**config.mk**
```make
export PLATFORM = sky130hd
export DESIGN_NAME = extender_flat
export DESIGN_NICKNAME = d
export VERILOG_FILES = /design/src/rtl/extender_pkg.sv /design/src/rtl/extender_if.sv /design/src/rtl/extend_core.sv /design/src/rtl/extender.sv /design/src/flat_wrapper.sv
export SDC_FILE = /design/constraint.sdc
export NUM_CORES = 1
export LEC_CHECK = 0
export CORE_MARGIN = 2
export CORE_UTILIZATION = 40
export CTS_CLUSTER_SIZE = 12
export DETAILED_ROUTE_END_ITERATION = 10
export PLACE_DENSITY_LB_ADDON = 0.05
export SLEW_MARGIN = 40
export SYNTH_ARGS = -nofsm -noshare
export SYNTH_HDL_FRONTEND = slang
export SYNTH_HIERARCHICAL = 1
export SYNTH_SLANG_ARGS = --single-unit
```
**constraint.sdc**
```tcl
create_clock -name clk -period 1 [get_ports clk]
set_clock_uncertainty 0.2 [all_clocks]
set_input_delay 0.15 -clock clk [delete_from_list [all_inputs] [get_ports clk]]
set_output_delay 0.15 -clock clk [all_outputs]
set_load 0.02 [all_outputs]
```
**src/rtl/extender_pkg.sv**
```systemverilog
// Shared constants for the immediate extender and the branch-offset path that
// reuses its core.
package extender_pkg;

   localparam int unsigned IMM_W  = 16;
   localparam int unsigned WORD_W = 32;

   localparam logic EXT_ZERO = 1'b0;
   localparam logic EXT_SIGN = 1'b1;

endpackage

```
**src/rtl/extender_if.sv**
```systemverilog
// Immediate/result bundle between the decode stage (master) and the extender (slave).
interface extender_if #(
   parameter int unsigned IN_W  = extender_pkg::IMM_W,
   parameter int unsigned OUT_W = extender_pkg::WORD_W
) ();

   logic [IN_W-1:0]  a;
   logic             sel;
   logic             en;
   logic [OUT_W-1:0] z;
   logic [OUT_W-1:0] z_q;
   logic             valid_q;

   modport master (
      output a, sel, en,
      input  z, z_q, valid_q
   );

   modport slave (
      input  a, sel, en,
      output z, z_q, valid_q
   );

endinterface

```
**src/rtl/extend_core.sv**
```systemverilog
// Purely combinational sign/zero widening of an immediate; OUT_W must exceed IN_W.
module extend_core
   import extender_pkg::*;
#(
   parameter int unsigned IN_W  = IMM_W,
   parameter int unsigned OUT_W = WORD_W
) (
   input  logic [IN_W-1:0]  a,
   input  logic             sel,
   output logic [OUT_W-1:0] z
);

   logic fill;

   always_comb begin
      fill = (sel == EXT_SIGN) ? a[IN_W-1] : EXT_ZERO;
      z    = {{(OUT_W - IN_W){fill}}, a};
   end

endmodule

```
**src/rtl/extender.sv**
```systemverilog
// Immediate extender top: combinational result plus an en-strobed capture register
// with a valid flag for pipelined/debug consumers.
module extender
   import extender_pkg::*;
#(
   parameter int unsigned IN_W  = IMM_W,
   parameter int unsigned OUT_W = WORD_W
) (
   input  logic       clk,
   input  logic       rst_n,
   extender_if.slave  bus
);

   logic [OUT_W-1:0] z;
   logic [OUT_W-1:0] cap_d, cap_q;
   logic             vld_d, vld_q;

   extend_core #(
      .IN_W  (IN_W),
      .OUT_W (OUT_W)
   ) u_core (
      .a   (bus.a),
      .sel (bus.sel),
      .z   (z)
   );

   always_comb begin
      cap_d = cap_q;
      vld_d = vld_q;
      if (bus.en) begin
         cap_d = z;
         vld_d = 1'b1;
      end
   end

   always_ff @(posedge clk or negedge rst_n) begin
      if (!rst_n) begin
         cap_q <= '0;
         vld_q <= 1'b0;
      end else begin
         cap_q <= cap_d;
         vld_q <= vld_d;
      end
   end

   assign bus.z       = z;
   assign bus.z_q     = cap_q;
   assign bus.valid_q = vld_q;

endmodule

```
**src/flat_wrapper.sv**
```systemverilog
// flat-port wrapper written by rule: the top's interface ports become plain ports
module extender_flat import extender_pkg::*;
#(
   parameter int unsigned IN_W  = IMM_W,
   parameter int unsigned OUT_W = WORD_W
)
  (clk, rst_n, bus_a, bus_sel, bus_en, bus_z, bus_z_q, bus_valid_q);
  extender_if #(.IN_W(IN_W), .OUT_W(OUT_W)) bus_i ();
  input  logic clk;
  input  logic rst_n;
  input wire logic [$bits(bus_i.a)-1:0] bus_a;
  input wire logic [$bits(bus_i.sel)-1:0] bus_sel;
  input wire logic [$bits(bus_i.en)-1:0] bus_en;
  output wire logic [$bits(bus_i.z)-1:0] bus_z;
  output wire logic [$bits(bus_i.z_q)-1:0] bus_z_q;
  output wire logic [$bits(bus_i.valid_q)-1:0] bus_valid_q;
  assign bus_i.a = bus_a;
  assign bus_i.sel = bus_sel;
  assign bus_i.en = bus_en;
  assign bus_z = bus_i.z;
  assign bus_z_q = bus_i.z_q;
  assign bus_valid_q = bus_i.valid_q;
  extender #(.IN_W(IN_W), .OUT_W(OUT_W)) u_core (.clk(clk), .rst_n(rst_n), .bus(bus_i));
endmodule
```
==> metrics, run 1 <==
Post-Route WL 3624 µm; clk root buf clkbuf_8; Crit path buffers/inverters 1; CP delay by family, top flip-flops; worst hold slack 0.003393 ns; largest net degree at the start of global routing 34; cell with the most instances after synthesis dfrtp_1; Starting Density 41.07%; placeable core area 3943 µm²; Slew Viols, Final 0; Max VDD drop 0.8340 mV; Worst slew margin 87.99%; share of layout cells above drive strength 1 81.28%; Clock Path Buffers 2; worst endpoint data arrival time 0.83 ns; pwr/cell area 1536 nW/µm²; switching pwr 1058 µW; die height 67.62 µm; part of the power in registers 39.2%; die area 4572 µm²; CTS tree done; largest fanout on the critical path 2; unrepaired setup endpoints after global routing yes; I/O Buffers 84; ANT cells 0; CP Cell Sequence buf_6; Final Hold Vio Count 0; H-tree depth 2; crit path max-delay cell type dfrtp_2; register area share after synthesis 51.00%; Commonest cells post-synth dfrtp_1 (33), buf_4 (32), mux2_4 (29); first-pass GRT wire length 5533 µm; Comb pwr share 28.7%; YS warnings 6; Crit path required time 0.65 ns; Tot Pwr 3999 µW; ys async rst share 100.0%; Critical Path Start Type register; Worst-Skew Late Latency 0.28 ns; Clk pin slew, worst setup/hold paths 0.07 ns; sw frac 26.45%; vias in the first global route 1091; Mapped Nets 123; initial antenna violation count 0; routability congestion estimate 0.7029; FP Rows 23; post-DR wirelength/cell 15.29 µm; placed cell count 214; gr usage total 16.91%; dpl ws -0.9816 ns; cell area after synthesis 1619 µm²; Ports 85; Setup Crit Path Kind register to output port; cell count after synthesis 103; CTS buffer count 5; Die Wd 67.62 µm; Seq cells post-synth 33; Int Power 2942 µW; Max-Cap Viols 0; gr ovfl total 0; Final min period 1.183 ns; failing checks negative setup slack; # hold bufs at CTS 0; Post-synth EDFFs 0; worst setup margin -0.1832 ns; Synth cell types 8; clock power share 32.2%; Pre-antenna DRT Iters 2; Post-synth top flop dfrtp_1; Residual DRC 0; drt via density 4.418; area grow syn2layout 60.82%; post-route ant nets 0; largest area contributor in the synthesized netlist dfrtp_1; Iter 0 DRT Violations 15; Synth area leaders dfrtp_1 (51%), mux2_4 (27%), buf_4 (15%); Leak 0.001335 µW; Via Count 1047; CP peak stage delay 0.42 ns; area share of the largest cell type after synthesis 51.00%; final setup fails 48; Hold WC Path Type input port to register; dpl cell area 2364 µm²; status finished with violations; Finished Layout Cells 237; Filler cells 295; layout net count 206; Syn Area/Cell 15.72 µm²; DP HPWL 2219 µm; fin crit share 118.3%; post-route cell area 2604 µm²; actual slew at the worst max-slew pin 0.1801 ns; CP endpoint kind output port; Clock Sinks 33; Max Fclk 0.8452 GHz
[cell type report]
cell class / instances / area, µm² / area share (%)
repair buffers: 110 / 1077 / 41.37
clock buffers: 7 / 86.33 / 3.316
clock inverters: 1 / 30.03 / 1.153
flip-flops and latches: 33 / 845.8 / 32.48
well taps: 50 / 62.56 / 2.403
multi-input cells: 36 / 501.7 / 19.27
[layout by cell type (no fill, tap or decap), drive strengths merged]
cell type / n
bufinv: 1
dfrtp: 33
clkbuf: 7
mux2: 32
and2: 3
buf: 94
dlygate4sd2: 15
or2: 1
clkdlybuf4s50: 1
[worst register-to-register path: cells and delay by family (launching register included)]
family / cells / cell delay, ns
buf+inv: 1 / 0.14
flops: 1 / 0.40
mux: 1 / 0.26
[registers in the layout (all words and copies together), names as in the netlist]
signal	cells
u_core/bus.valid_q	1
u_core/bus.z_q	32
[power by group through the flow]
stage          Sequential (µW)  Clock (µW)  Combinational (µW)
2_1_floorplan             1710           0                 460
3_3_place_gp              1550           0                1060
3_5_place_dp              1560           0                1070
4_1_cts                   1560        1330                1130
5_1_grt                   1580        1390                1210
6_report                  1570        1290                1150
[per-layer routing]
layer | track usage, % | part of all wire, %
met5 | 0 | 0
met4 | 6.122 | 1.3
met3 | 6.667 | 8.5
met2 | 27.94 | 51
met1 | 19.81 | 39
[what timing repair did]
item	CTS	global route
resized for setup	390	12
pin swaps	3	1
endpoints found under the hold margin	0	0
buffers inserted	11	2
endpoints found under the setup margin	81	75
gates cloned	2	0
[logic make-up after synthesis]
| kind of cell | count (synthesis) | share of synthesized area, % |
|---|---|---|
| mux | 32 | 28.98 |
| simple gates | 2 | 0.7733 |
| flops | 33 | 51.00 |
| buf+inv | 36 | 19.24 |
[stage by stage]
step                      util [%]  setup TNS [ns]
after floorplan                  -          -1.394
after global placement       59.95          -44.13
after detailed placement     59.95          -45.59
after CTS                    64.71          -7.088
after global routing         66.04          -8.292
final                        66.04          -6.954
[final timing paths]
check	start	to	slack, ns	cells past startpoint
max reg2reg	u_core/bus.z_q[30]	u_core/bus.z_q[30]	-0.11	2
min in group asynchronous	rst_n	u_core/bus.z_q[12]	0.03	2
max in group asynchronous	rst_n	u_core/bus.z_q[9]	0.37	2
max	u_core/bus.z_q[12]	bus_z_q[12]	-0.18	1
min	bus_a[15]	u_core/bus.z_q[15]	0.003	3
min reg2reg	u_core/bus.valid_q	u_core/bus.valid_q	0.29	1
Note: power is estimated with default switching activity, not from simulation.
==> run 2, diff against run 1 <==
Clock period 1 ns to 1.25 ns, I/O delays scaled along.
==> run 2 against run 1 <==
  * Utilization decreased by 5.3 points
  * Worst hold slack improved by 0.032 ns
  * Die area unchanged
  * Critical path type is now input port to output port
  * The flow now finishes without violations
  * Routed wire length decreased by 3.0%
  * Sequential power decreased by 22%
  * Non-clock buffer count decreased by 5
  * Final area decreased by 8.0%
  * Final cell count decreased by 3.4%
  * Power decreased by 29%
  * Clock power decreased by 39%
  * Register-to-register slack improved by 0.17 ns
  * First-iteration DRC count increased by 130%
==> metrics, run 2 (same netlist as run 1, synthesis figures left out) <==
status complete, no violations (was finished with violations); Iter 0 DRT Violations 35 (was 15); # hold bufs at CTS 0 (unchanged); clk root buf clkbuf_8 (unchanged); largest fanout on the critical path 8 (was 2); fin crit share 98.53%; routability congestion estimate 0.6014 (was 0.7029); Post-Route WL 3517 µm (was 3624 µm); max reg flops 32 (unchanged); CP endpoint kind output port (unchanged); Max-Cap Viols 0 (unchanged); DP HPWL 2164 µm (was 2219 µm); Tot Pwr 2840 µW (was 3999 µW); first-pass GRT wire length 5313 µm (was 5533 µm); Ports 85 (unchanged); post-DR wirelength/cell 15.36 µm (was 15.29 µm); H-tree depth 2 (unchanged); die height 67.62 µm (unchanged); I/O Buffers 84 (unchanged); ANT cells 0 (unchanged); Worst slew margin 83.74% (was 87.99%); Pre-antenna DRT Iters 3 (was 2); gr ovfl total 0 (unchanged); most frequent cells in the layout buf_2 (37), dfrtp_1 (33), mux2_4 (29) (was buf_6 (58), mux2_4 (29), buf_4 (23)); Via Count 1015 (was 1047); Final Hold Vio Count 0 (unchanged); Crit path required time 0.86 ns (was 0.65 ns); Clk pin slew, worst setup/hold paths 0.06 ns (was 0.07 ns); post-route ant nets 0 (unchanged); Hold WC Path Type input port to register (unchanged); Clock Sinks 33 (unchanged); Worst-Skew Late Latency 0.28 ns (about the same); Final min period 1.232 ns; pwr/cell area 1186 nW/µm² (was 1536 nW/µm²); drt via density 4.432 (was 4.418); Leak 0.001243 µW (was 0.001335 µW); commonest non-fill, non-tap cell in the layout buf_2 (was buf_6); Die Wd 67.62 µm (unchanged); Max VDD drop 0.6595 mV (was 0.8340 mV); Clock Path Buffers 2 (unchanged); initial antenna violation count 0 (unchanged); gr usage total 16.43% (was 16.91%); Starting Density 41.07% (unchanged); vias in the first global route 1028 (was 1091); setup TNS 0 ns (was -6.954 ns); area grow syn2layout 47.91% (was 60.82%); Filler cells 304 (was 295); Max Fclk 0.8119 GHz; CTS tree done (unchanged); CTS buffer count 5 (unchanged); Residual DRC 0 (unchanged); Critical Path Start Type input port (was register); largest net degree at the start of global routing 34 (unchanged); final setup fails 0 (was 48); placeable core area 3943 µm² (unchanged); worst endpoint data arrival time 0.84 ns (was 0.83 ns); share of layout cells above drive strength 1 70.95% (was 81.28%); die area 4572 µm² (unchanged); FP Rows 23 (unchanged); Slew Viols, Final 0 (unchanged); Setup Crit Path Kind input port to output port (was register to output port); actual slew at the worst max-slew pin 0.2449 ns (was 0.1801 ns); layout net count 199 (was 206)
## run 2: path summary, 6_finish.rpt
| kind | startpoint | endpoint | slack (ns) | depth (start not counted) |
|---|---|---|---|---|
| worst max register to register | u_core/bus.z_q[16] | u_core/bus.z_q[16] | 0.06 | 3 |
| worst max-delay path | bus_sel | bus_z[20] | 0.02 | 5 |
| max in group asynchronous | rst_n | u_core/bus.z_q[21] | 0.60 | 2 |
| worst min-delay path | bus_a[15] | u_core/bus.z_q[15] | 0.03 | 3 |
| worst min register to register | u_core/bus.valid_q | u_core/bus.valid_q | 0.27 | 1 |
| min in group asynchronous | rst_n | u_core/bus.z_q[18] | 0.08 | 2 |
## run 2: timing repair
action                                  CTS  global route
cloned                                    2             0
pin swaps                                 1             1
endpoints found under the setup margin   68            16
setup buffers                             5             2
gates resized for setup                 307            20
## run 2: final cells by class
class	count	area (µm²)	share of cell area (%)
clock buffer	7	86.33	3.605
multi-input combinational	34	484.2	20.22
sequential	33	825.8	34.48
tap	50	62.56	2.612
timing repair buffer	105	935.9	39.08
## run 2: metal layers
layer | vias to the layer above | global-route usage [%] | wire length, µm
met5 | - | 0 | 0
met4 | 0 | 9.184 | 53
met3 | 5 | 4.833 | 313
met2 | 49 | 26.47 | 1774
met1 | 497 | 19.51 | 1376
li1 | 464 | - | -
## run 2: where the power goes
part	switching, µW	total (µW)	internal, µW
clock network	357	793	436
logic	384	825	441
registers	55.3	1220	1170
## run 2: stage by stage
stage	area (µm²)	instances	hold WS, ns	util, %	worst slack [ns]
after floorplan	1619	103	-0.3081	-	0.01311
after global placement	2354	214	0.2490	59.70	-0.7823
after detailed placement	2354	214	0.2530	59.70	-0.7884
after CTS	2349	228	0.02228	59.57	-0.04472
after global routing	2395	229	0.01746	60.74	-0.008891
final	2395	229	0.03495	60.74	0.01839
## run 2: critical path: stages
cell	delay, ns
buf_2	0.10
and2_4	0.16
buf_6	0.12
buf_6	0.13
buf_4	0.15
